$ cat config.mk
export PLATFORM = sky130hd
export DESIGN_NAME = nibble_add_seq_flat
export DESIGN_NICKNAME = d
export VERILOG_FILES = /design/src/rtl/nibble_add_seq_pkg.sv /design/src/rtl/nibble_add_seq_if.sv /design/src/rtl/nibble_add_seq_adder4_cell.sv /design/src/rtl/nibble_add_seq.sv /design/src/flat_wrapper.sv
export SDC_FILE = /design/constraint.sdc
export NUM_CORES = 1
export LEC_CHECK = 0
export ABC_AREA = 1
export BUFFER_PORTS_ARGS = -buffer_cell sky130_fd_sc_hd__clkbuf_2
export CAP_MARGIN = 20
export CORE_MARGIN = 2
export CORE_UTILIZATION = 50
export DETAILED_ROUTE_END_ITERATION = 8
export PLACE_DENSITY_LB_ADDON = 0.08
export SLEW_MARGIN = 5
export SYNTH_ARGS = -nofsm -noshare
export SYNTH_HDL_FRONTEND = slang
export SYNTH_SLANG_ARGS = --single-unit
$ cat constraint.sdc
create_clock -name clk -period 4.3 [get_ports clk]
set_input_delay 0.86 -clock clk [delete_from_list [all_inputs] [get_ports clk]]
set_output_delay 0.86 -clock clk [all_outputs]
set_load 0.01 [all_outputs]
$ cat src/rtl/nibble_add_seq_pkg.sv
`default_nettype none
// +--------------------------------------------------------------------------+
// | nibble_seq_pkg : shared constants, state encoding and index-width helper  |
// | Rev 1.0 - initial release                                                |
// +--------------------------------------------------------------------------+
package nibble_seq_pkg;

    localparam int NIBBLE_W = 4;

    typedef enum logic [1:0] {
        ST_IDLE = 2'd0,
        ST_RUN  = 2'd1,
        ST_DONE = 2'd2
    } state_t;

    // Never returns less than 1 so a single-nibble build still has an index bit.
    function automatic int clog2(input int value);
        int r;
        r = 0;
        for (int v = value - 1; v > 0; v = v >> 1) begin
            r = r + 1;
        end
        return (r < 1) ? 1 : r;
    endfunction

endpackage
`default_nettype wire

$ cat src/rtl/nibble_add_seq_if.sv
`default_nettype none
// +--------------------------------------------------------------------------+
// | nibble_add_seq_if : host start/done bus; ovf present with                |
// | NIBBLE_ADD_SEQ_OVF_EN. Rev 1.0 - initial release                          |
// +--------------------------------------------------------------------------+
interface nibble_add_seq_if
    import nibble_seq_pkg::*;
#(
    parameter int NIBBLES = 4
) ();
    localparam int W = NIBBLE_W * NIBBLES;

    logic         start;
    logic [W-1:0] a;
    logic [W-1:0] b;
    logic         cin;
    logic         busy;
    logic         done;
    logic [W-1:0] sum;
    logic         cout;
`ifdef NIBBLE_ADD_SEQ_OVF_EN
    logic         ovf;
`endif

    modport master (
        output start, a, b, cin,
        input  busy, done, sum, cout
`ifdef NIBBLE_ADD_SEQ_OVF_EN
        , input ovf
`endif
    );

    modport slave (
        input  start, a, b, cin,
        output busy, done, sum, cout
`ifdef NIBBLE_ADD_SEQ_OVF_EN
        , output ovf
`endif
    );

endinterface
`default_nettype wire

$ cat src/rtl/nibble_add_seq_adder4_cell.sv
`default_nettype none
// +--------------------------------------------------------------------------+
// | adder4_cell : combinational 4-bit ripple-carry adder with bit-3 carry-in  |
// | Rev 1.0 - initial release                                                |
// +--------------------------------------------------------------------------+
module adder4_cell
    import nibble_seq_pkg::*;
(
    input  logic [NIBBLE_W-1:0] A,
    input  logic [NIBBLE_W-1:0] B,
    input  logic                C0,
    output logic [NIBBLE_W-1:0] F,
    output logic                C4,
    output logic                c3
);
    logic w_c;

    always_comb begin
        F   = '0;
        c3  = 1'b0;
        w_c = C0;
        for (int i = 0; i < NIBBLE_W; i++) begin
            if (i == NIBBLE_W - 1) begin
                c3 = w_c;
            end
            F[i] = A[i] ^ B[i] ^ w_c;
            w_c  = (A[i] & B[i]) | (w_c & (A[i] ^ B[i]));
        end
        C4 = w_c;
    end

endmodule
`default_nettype wire

$ cat src/rtl/nibble_add_seq.sv
`default_nettype none
// +--------------------------------------------------------------------------+
// | nibble_add_seq : wide adder reusing one 4-bit cell, LSB nibble first.     |
// | Optional ovf flag with NIBBLE_ADD_SEQ_OVF_EN. Rev 1.0 - initial release   |
// +--------------------------------------------------------------------------+
module nibble_add_seq
    import nibble_seq_pkg::*;
#(
    parameter int NIBBLES = 4
) (
    input  wire logic         clk,
    input  wire logic         rst_n,
    nibble_add_seq_if.slave   bus
);
    localparam int                W        = NIBBLE_W * NIBBLES;
    localparam int                IDX_W    = clog2(NIBBLES);
    localparam logic [IDX_W-1:0]  LAST_IDX = IDX_W'(NIBBLES - 1);

    state_t             state_q;
    logic               busy_q;
    logic               done_q;
    logic               carry_q;
    logic               cout_q;
    logic [IDX_W-1:0]   idx_q;
    logic [W-1:0]       a_q;
    logic [W-1:0]       b_q;
    logic [W-1:0]       sum_q;
`ifdef NIBBLE_ADD_SEQ_OVF_EN
    logic               ovf_q;
    logic               w_c3;
`else
    logic               w_c3_unused;
`endif

    logic [IDX_W+1:0]    w_lo;
    logic [NIBBLE_W-1:0] w_f;
    logic                w_c4;

    assign w_lo = {idx_q, 2'b00};

    adder4_cell u_cell (
        .A  (a_q[w_lo +: NIBBLE_W]),
        .B  (b_q[w_lo +: NIBBLE_W]),
        .C0 (carry_q),
        .F  (w_f),
        .C4 (w_c4),
`ifdef NIBBLE_ADD_SEQ_OVF_EN
        .c3 (w_c3)
`else
        .c3 (w_c3_unused)
`endif
    );

    always_ff @(posedge clk or negedge rst_n) begin
        if (!rst_n) begin
            state_q <= ST_IDLE;
            busy_q  <= 1'b0;
            done_q  <= 1'b0;
            carry_q <= 1'b0;
            cout_q  <= 1'b0;
            idx_q   <= '0;
            a_q     <= '0;
            b_q     <= '0;
            sum_q   <= '0;
`ifdef NIBBLE_ADD_SEQ_OVF_EN
            ovf_q   <= 1'b0;
`endif
        end else begin
            case (state_q)
                ST_RUN: begin
                    sum_q[w_lo +: NIBBLE_W] <= w_f;
                    carry_q                 <= w_c4;
                    idx_q                   <= idx_q + IDX_W'(1);
                    if (idx_q == LAST_IDX) begin
                        state_q <= ST_DONE;
                        busy_q  <= 1'b0;
                        done_q  <= 1'b1;
                        cout_q  <= w_c4;
`ifdef NIBBLE_ADD_SEQ_OVF_EN
                        ovf_q   <= w_c3 ^ w_c4;
`endif
                    end
                end
                default: begin
                    // IDLE and DONE both accept; DONE re-accept gives back-to-back adds.
                    done_q <= 1'b0;
                    busy_q <= 1'b0;
                    if (bus.start) begin
                        state_q <= ST_RUN;
                        busy_q  <= 1'b1;
                        a_q     <= bus.a;
                        b_q     <= bus.b;
                        carry_q <= bus.cin;
                        idx_q   <= '0;
                        sum_q   <= '0;
                        cout_q  <= 1'b0;
`ifdef NIBBLE_ADD_SEQ_OVF_EN
                        ovf_q   <= 1'b0;
`endif
                    end else begin
                        state_q <= ST_IDLE;
                    end
                end
            endcase
        end
    end

    assign bus.busy = busy_q;
    assign bus.done = done_q;
    assign bus.sum  = sum_q;
    assign bus.cout = cout_q;
`ifdef NIBBLE_ADD_SEQ_OVF_EN
    assign bus.ovf  = ovf_q;
`endif

endmodule
`default_nettype wire

$ cat src/flat_wrapper.sv
// flat-port wrapper written by rule: the top's interface ports become plain ports
module nibble_add_seq_flat import nibble_seq_pkg::*;
#(
    parameter int NIBBLES = 4
)
  (clk, rst_n, bus_start, bus_a, bus_b, bus_cin, bus_busy, bus_done, bus_sum, bus_cout);
  nibble_add_seq_if #(.NIBBLES(NIBBLES)) bus_i ();
  input  wire logic clk;
  input  wire logic rst_n;
  input wire logic [$bits(bus_i.start)-1:0] bus_start;
  input wire logic [$bits(bus_i.a)-1:0] bus_a;
  input wire logic [$bits(bus_i.b)-1:0] bus_b;
  input wire logic [$bits(bus_i.cin)-1:0] bus_cin;
  output wire logic [$bits(bus_i.busy)-1:0] bus_busy;
  output wire logic [$bits(bus_i.done)-1:0] bus_done;
  output wire logic [$bits(bus_i.sum)-1:0] bus_sum;
  output wire logic [$bits(bus_i.cout)-1:0] bus_cout;
  assign bus_i.start = bus_start;
  assign bus_i.a = bus_a;
  assign bus_i.b = bus_b;
  assign bus_i.cin = bus_cin;
  assign bus_busy = bus_i.busy;
  assign bus_done = bus_i.done;
  assign bus_sum = bus_i.sum;
  assign bus_cout = bus_i.cout;
  nibble_add_seq #(.NIBBLES(NIBBLES)) u_core (.clk(clk), .rst_n(rst_n), .bus(bus_i));
endmodule
**Word level (Yosys, flattened, before mapping)**

Index checks and enable logic that the tools add are counted.

- Output and inout port bits: 19
- Register bits: 56
- Bits of input ports: 36
- Logic and storage cells: 60

- Shift-type cells: 4
- Equal/unequal tests: 3
- Bitwise logic cells: 21
- Multiplexer cells: 18
- Add/sub/neg operators: 2
- Reductions and logical operators: 3

Operators by type and width:

| cell | number |
|---|---|
| $mux 16 | 2 |
| $shiftx 16x5->4 | 2 |
| $bwmux 16 | 1 |
| $shift 4x6->16 const A | 1 |
| $shiftx 4x6->16 | 1 |
| $mux 1 | 11 |
| $and 1x1->1 | 8 |
| $mux 2 | 4 |
| $xor 1x1->1 | 8 |
| $neg 4->6 | 1 |
| $or 1x1->1 | 4 |
| $reduce_and 2->1 | 2 |
| $add 2x1->2 const B | 1 |
| $eq 2x1->1 const B | 1 |
| $eq 2x2->1 const B | 1 |
| $ne 2x1->1 const B | 1 |
| $reduce_bool 2->1 | 1 |
| $not 1->1 | 1 |

**Longest topological paths before layout**

Gate-level depths: netlist of the first run.

- Word-level depth: 12
- Gate-level depth with buffers: 17
- Depth with buffers taken out: 15

**Modules after synthesis**

From an unflattened synthesis of the first run, not the netlist that was laid out.

- Cells, all modules: 352
- Area, all modules: 2771.4 um^2

Modules (own cells, without submodules):

| module | seq. area each (um^2) | times used | cells each | area each (um^2) |
|---|---|---|---|---|
| nibble_add_seq | 1351.3 | 1 | 340 | 2661.3 |
| adder4_cell | 0.0 | 1 | 12 | 110.1 |

**Worst setup path before layout of the first run**

Ideal clock, no wire load.

- Path type: register to register
- Start: register u_core.idx_q[0]
- End: register u_core.sum_q[15] (netlist: u_core.bus.sum[15])
- Period minus slack after synthesis: 2822 ps
- Arrival: 2704 ps
- Setup time: 117 ps
- Stages on the path, launching flop included: 18
- Required time: 4183 ps
- Path buffers: 2
- Setup slack: 1478 ps
- Path through: dfrtp_1 -> buf_2 -> inv_1 -> buf_2 -> nand2_1 -> nand3_1 -> nand2_1 -> fa_1 -> inv_1 -> fa_1 -> inv_1 -> fa_1 -> inv_1 -> fa_1 -> nand2_1 -> nor2_1 -> nand2_1 -> nand2_1

- Word-level cells in the longest chain between the ends: 12
- Elaborated cells between the ends (all ways): 24
- Classes of those cells: add/sub (1); shift (4); mux (2); bitwise (17)

Ends and longest elaborated chain:

| element | RTL line | source |
|---|---|---|
| start: declaration | nibble_add_seq.sv:24 | `logic [IDX_W-1:0] idx_q;` |
| start signal: assignment | nibble_add_seq.sv:73 | `idx_q <= idx_q + IDX_W'(1);` |
| $shiftx 16x5->4, on equally long branches | nibble_add_seq.sv:42, nibble_add_seq.sv:43 |  |
| $xor 1x1->1 | nibble_add_seq_adder4_cell.sv:26, nibble_add_seq_adder4_cell.sv:27 |  |
| $and 1x1->1 | nibble_add_seq_adder4_cell.sv:27 | `w_c = (A[i] & B[i]) \| (w_c & (A[i] ^ B[i]));` |
| $or 1x1->1 | nibble_add_seq_adder4_cell.sv:27 |  |
| $and 1x1->1 | nibble_add_seq_adder4_cell.sv:27 |  |
| $or 1x1->1 | nibble_add_seq_adder4_cell.sv:27 |  |
| $and 1x1->1 | nibble_add_seq_adder4_cell.sv:27 |  |
| $or 1x1->1 | nibble_add_seq_adder4_cell.sv:27 |  |
| $xor 1x1->1 | nibble_add_seq_adder4_cell.sv:26 | `F[i] = A[i] ^ B[i] ^ w_c;` |
| $shiftx 4x6->16 | nibble_add_seq.sv:71 | `sum_q[w_lo +: NIBBLE_W] <= w_f;` |
| $bwmux 16 (*) | nibble_add_seq.sv:71 |  |
| $mux 16 (*) | nibble_add_seq.sv:69 | `case (state_q)` |
| end signal: indexed assignment | nibble_add_seq.sv:71 |  |
| end: declaration | nibble_add_seq.sv:27 | `logic [W-1:0] sum_q;` |

Mark *: on every way between the ends. The rest lies on a longest branch, timed or not.
A chain may end at the register's enable or synchronous reset.

**Worst setup path after layout of the first run**

Same ends and word-level chain as after synthesis.

==> flow_summary.ini, run 1 <==
[finish]
fillCellCount = 495
register_area_um2 = 1351
final_area_um2 = 3079
layout.nets = 426
drive_gt1_share_pct = 17.49
multi_input_area_um2 = 1119
diodes = 0
syn_to_final_growth_pct = 16.52

[logic_synthesis]
netlist_area_um2 = 2643
synth_common_cells = nand2_1 (144), nand3_1 (63), dfrtp_1 (54), inv_1 (22), buf_2 (12)
synth_edf_count = 0
synth-compound-area-share_pct = 2.604
muxShareOfSynthArea_pct = 0
yosysUniqueCellTypes = 19
syn_nets = 380
netlist_instances = 336
ys_warn_count = 0
yosys-top-cells-area = dfrtp_1 (51%), nand2_1 (20%), nand3_1 (12%)
synth_top_area_share_pct = 51.14
synth_most_common_cell = nand2_1
synth_ff_type = dfrtp_1
async_flop_share_pct = 100.0
synth_area_per_cell_um2 = 7.865
seq_area_frac_synth_pct = 51.14
synth_area_leader_cell = dfrtp_1
yosys_register_bits = 54
synthSimpleGateAreaFrac_pct = 34.80
synth_top_family_by_area = simple AND/OR/NAND/NOR gates
synthAdderAreaFrac_pct = 4.924
synth_xor_area_share_pct = 0

[die]
die_y_um = 76.70
initial_core_util_pct = 51.74
dieArea_um2 = 5883
num_rows = 26
core_um2 = 5107
fp.dieW_um = 76.70
io_pins = 55

[critical_path]
crit_type = flip-flop to flip-flop
r2r_slack_ns = 0.82
setup.worst_path.start_class = flip-flop
cp_max_fo = 24
crit_path_end_kind = flip-flop
rr_startpoint = u_core.idx_q[0]
worstPathArrival_ns = 3.68
reg2reg_to = u_core.bus.sum[15]
r2r_cells = 15
worstPathRequired_ns = 4.50
cp-startpoint = u_core.idx_q[0]

[routing]
wl_per_cell_um = 12.57
firstDrtPassIters = 4
drc = 0
wirelength_um = 5692
viasPerCell = 5.029
vias = 2278
detail-route-antenna-nets = 0
dr.first_iter.drc_count = 155

[clock_network]
cts_resized = 0
tritoncts = yes
numCtsBuffers = 5
cts_setup_buffers = 0
h-tree-depth = 2
clockBufferDepth = 2
clock_latency_ns = 0.31
hold_buffers = 0
root_buffer = clkbuf_8
clk_pin_slew_ns = 0.10
clkSinkCount = 54

[worst_hold_path]
holdCritStartpoint = u_core.a_q[10]
worstHoldEndpoint = u_core.a_q[10]
hold_path.class = flip-flop to flip-flop
min_path_cells = 2

[place]
dpl_cell_area_um2 = 2937
gp_congestion = 0.8322
port_buffers = 54
dp_hpwl_um = 3874

[sta]
relSlewSlack_pct = 49.41
finalCritPeriodShare_pct = 80.86
setup_viol = 0
skew_ns = 0.006992
worstMarginPinSlew_ns = 0.7571
finalHoldViolations = 0
tns_ns = 0
period_minus_slack_ns = 3.477
slew_violations = 0
rsz0062_at_grt = no
fmax_ghz = 0.2876

[power]
powerDensity_nw_per_um2 = 799.8
vdd_drop_max_uv = 329.5
p_leak_nw = 1.773

[global_route]
grt_usage_pct = 21.27
antenna_found_initial = 0
grt_pass1_vias = 2190
grt-ovfl-total = 0
grt_max_degree = 55
grt_pass1_wl_um = 10040

[job]
max-cap-violations = 0

[status]
status = finished clean
-- metal layers --
layer | track usage, % | share of wire, %
met5 | 0 | 0
met4 | 6.909 | 1.4
met3 | 4.118 | 4.4
met2 | 34.91 | 47
met1 | 28.53 | 47
-- where the power goes --
part	internal (W)	total (W)	switching, W
sequential	0.000720	0.000883	0.000163
combinational	0.000418	0.00116	0.000746
clock	0.000248	0.000416	0.000168
total	0.00139	0.00246	0.00108
-- critical path: stages, from the launching register on --
cell     delay (ns)
dfrtp_1        0.61
inv_1          0.60
nand2_1        0.10
nand3_1        0.09
nand2_1        0.08
fa_1           0.38
inv_1          0.07
fa_1           0.15
inv_1          0.05
fa_1           0.35
inv_1          0.07
fa_1           0.43
nand2_1        0.12
nor2_1         0.08
nand2_1        0.11
nand2_1        0.06
-- stage by stage --
stage	setup WS, ns	util, %	total power [W]	hold slack, ns	cells
after CTS	0.8634	60.29	0.002474	0.4830	453
after floorplan	1.478	-	0.001737	0.4417	336
after global placement	0.9987	57.50	0.002039	0.4561	445
final	0.8229	60.29	0.002463	0.4802	453
after detailed placement	0.8969	57.50	0.002053	0.4607	445
after global routing	0.5416	60.29	0.002698	0.4970	453
-- sequential cells by signal (all words and copies together), names as in the netlist --
register	cells
u_core.a_q	16
u_core.b_q	16
u_core.bus.sum	16
u_core.idx_q	2
u_core.state_q	2
u_core.bus.cout	1
u_core.carry_q	1
-- worst max-delay path by stage --
stage | end | slack (ns)
after floorplan | u_core.bus.sum[15] | 1.48
after global placement | u_core.bus.sum[7] | 1.0
after detailed placement | u_core.bus.sum[15] | 0.90
after CTS | u_core.bus.sum[15] | 0.86
after global routing | u_core.bus.sum[7] | 0.54
final | u_core.bus.sum[15] | 0.82
-- cells in the final DEF, fill, tap and decap left out --
cell and n:
nor2_2 1, nand2_1 144, clkbuf_8 6, dfrtp_1 54, o211ai_1 4, ha_1 4
fa_1 4, nor3_1 2, nor2_1 11, nand4_1 1, inv_2 1, o21bai_1 1
buf_4 3, o22ai_1 1, clkbuf_2 54, o21ai_0 5, bufinv_16 2, inv_1 22
nand3_1 63
-- layout make-up --
cell class                      count  area share (%)
Multi-Input combinational cell    241           36.33
Clock inverter                      2           1.950
Tap cell                           70           2.844
Inverter                           23           2.804
Clock buffer                        6           2.682
Timing Repair Buffer               57           9.508
Sequential cell                    54           43.88
-- cells by family after synthesis --
group,after synthesis
and+or+nand+nor,222
DFF,54
buffers and inverters,41
AOI/OAI and AO/OA,11
adders and majority gates,8
Note: power is estimated with default switching activity, not from simulation.
==> inputs of run 2 (changes only) <==
--- a/config.mk
+++ b/config.mk
@@ -9,7 +9,7 @@
 export BUFFER_PORTS_ARGS = -buffer_cell sky130_fd_sc_hd__clkbuf_2
 export CAP_MARGIN = 20
 export CORE_MARGIN = 2
-export CORE_UTILIZATION = 50
+export CORE_UTILIZATION = 49
 export DETAILED_ROUTE_END_ITERATION = 8
 export PLACE_DENSITY_LB_ADDON = 0.08
 export SLEW_MARGIN = 5
==> constraint.sdc (replaced) <==
create_clock -name clk -period 2.95 [get_ports clk]
set_input_delay 0.59 -clock clk [delete_from_list [all_inputs] [get_ports clk]]
set_output_delay 0.59 -clock clk [all_outputs]
set_load 0.01 [all_outputs]
==> flow_summary.ini, run 2 (same netlist as run 1, synthesis figures left out) <==
[global_route]
antenna_found_initial = 0
grt_usage_pct = 20.52
grt_pass1_wl_um = 9798
grt_max_degree = 55
grt-ovfl-total = 0
grt_pass1_vias = 2146

[die]
fp.dieW_um = 77.44
dieArea_um2 = 5996
num_rows = 26
core_um2 = 5140
die_y_um = 77.44
initial_core_util_pct = 51.41
io_pins = 55

[finish]
register_area_um2 = 1351
drive_gt1_share_pct = 18.56
final_common_cell = nand2_1
layout.nets = 431
multi_input_area_um2 = 1119
diodes = 0
syn_to_final_growth_pct = 17.19
fillCellCount = 522
final_cell_mix = nand2_1 (144), nand3_1 (63), clkbuf_2 (54), dfrtp_1 (54), inv_1 (22)

[worst_hold_path]
hold_path.class = primary input to async pin

[routing]
drc = 0
firstDrtPassIters = 4
detail-route-antenna-nets = 0
wl_per_cell_um = 12.38
top_layer_used = met4
wirelength_um = 5670
wl_met2_um = 2475
vias = 2273
met3_length_um = 288
dr.first_iter.drc_count = 115
wl_met1_um = 2804
viasPerCell = 4.963

[clock_network]
clkSinkCount = 54
cts_setup_buffers = 0
clock_latency_ns = 0.31
clk_pin_slew_ns = 0.09
cts_resized = 0
h-tree-depth = 2
tritoncts = yes
root_buffer = clkbuf_8
numCtsBuffers = 5
hold_buffers = 0
clockBufferDepth = 2

[critical_path]
worstPathArrival_ns = 2.90
cp_max_fo = 8
crit_end = u_core.bus.sum[15]
crit_path_end_kind = flip-flop
r2r_slack_ns = 0.26
reg2reg_to = u_core.bus.sum[15]
worstPathRequired_ns = 3.16
crit_type = flip-flop to flip-flop
r2r_cells = 15
setup.worst_path.start_class = flip-flop
rr_startpoint = u_core.idx_q[0]
cp-startpoint = u_core.idx_q[0]

[place]
gp_congestion = 0.8147
port_buffers = 54
dp_hpwl_um = 4084

[sta]
fmax_ghz = 0.3719
worstMarginPinSlew_ns = 0.6889
finalHoldViolations = 0
rsz0062_at_grt = no
period_minus_slack_ns = 2.689
relSlewSlack_pct = 54.08
slew_violations = 0
setup_viol = 0
tns_ns = 0
skew_ns = 0.004683
finalCritPeriodShare_pct = 91.16

[power]
powerDensity_nw_per_um2 = 1131
total_power_w = 0.003502
p_leak_nw = 1.787
vdd_drop_max_uv = 505.1

[status]
status = finished clean

[job]
max-cap-violations = 0
## run 2: worst min-delay path by stage
| stage | to | slack, ns | depth (start not counted) |
|---|---|---|---|
| after CTS | u_core.bus.sum[5] | 0.27 | 2 |
| final | u_core.bus.sum[4] | 0.26 | 2 |
| after floorplan | u_core.a_q[0] | 0.29 | 0 |
| after detailed placement | u_core.b_q[7] | 0.46 | 2 |
| after global placement | u_core.a_q[11] | 0.46 | 2 |
| after global routing | u_core.bus.sum[4] | 0.28 | 2 |
## run 2: stage by stage
step | hold WS [ns] | std cells | util, % | setup slack [ns] | cell area (um^2)
2_1_floorplan | 0.2944 | 336 | - | 0.1283 | 2643
3_3_place_gp | 0.4561 | 450 | 58.11 | 0.3329 | 2987
3_5_place_dp | 0.4610 | 450 | 58.11 | 0.2805 | 2987
4_1_cts | 0.2694 | 458 | 60.25 | 0.2551 | 3097
5_1_grt | 0.2822 | 458 | 60.25 | 0.04866 | 3097
6_report | 0.2584 | 458 | 60.25 | 0.2609 | 3097
## run 2: layer usage
layer / GRT usage, % / up-vias
met3: 5.116 / 10
li1: - / 1167
met2: 30.87 / 60
met1: 28.57 / 1036
met4: 8.214 / 0
met5: 0 / -
## run 2: critical path, stage by stage (launching register included)
cell	delay, ns
dfrtp_1	0.38
inv_1	0.19
nand2_1	0.09
nand3_1	0.08
nand2_1	0.07
fa_1	0.38
inv_1	0.07
fa_1	0.15
inv_1	0.05
fa_1	0.35
inv_1	0.07
fa_1	0.45
nand2_1	0.11
nor2_1	0.05
nand2_1	0.06
nand2_1	0.05
## run 2: cell type report
cell class	count	area share (%)
clock buffer	8	3.556
multi-input combinational	241	36.12
sequential	54	43.64
timing repair buffer	62	11.07
tap	70	2.828
inverter	23	2.788
## run 2: where the power goes
| group | internal, W | switching [W] |
|---|---|---|
| clock network | 0.000237 | 0.000234 |
| logic | 0.000651 | 0.00113 |
| registers | 0.00105 | 0.000202 |
| total | 0.00194 | 0.00156 |
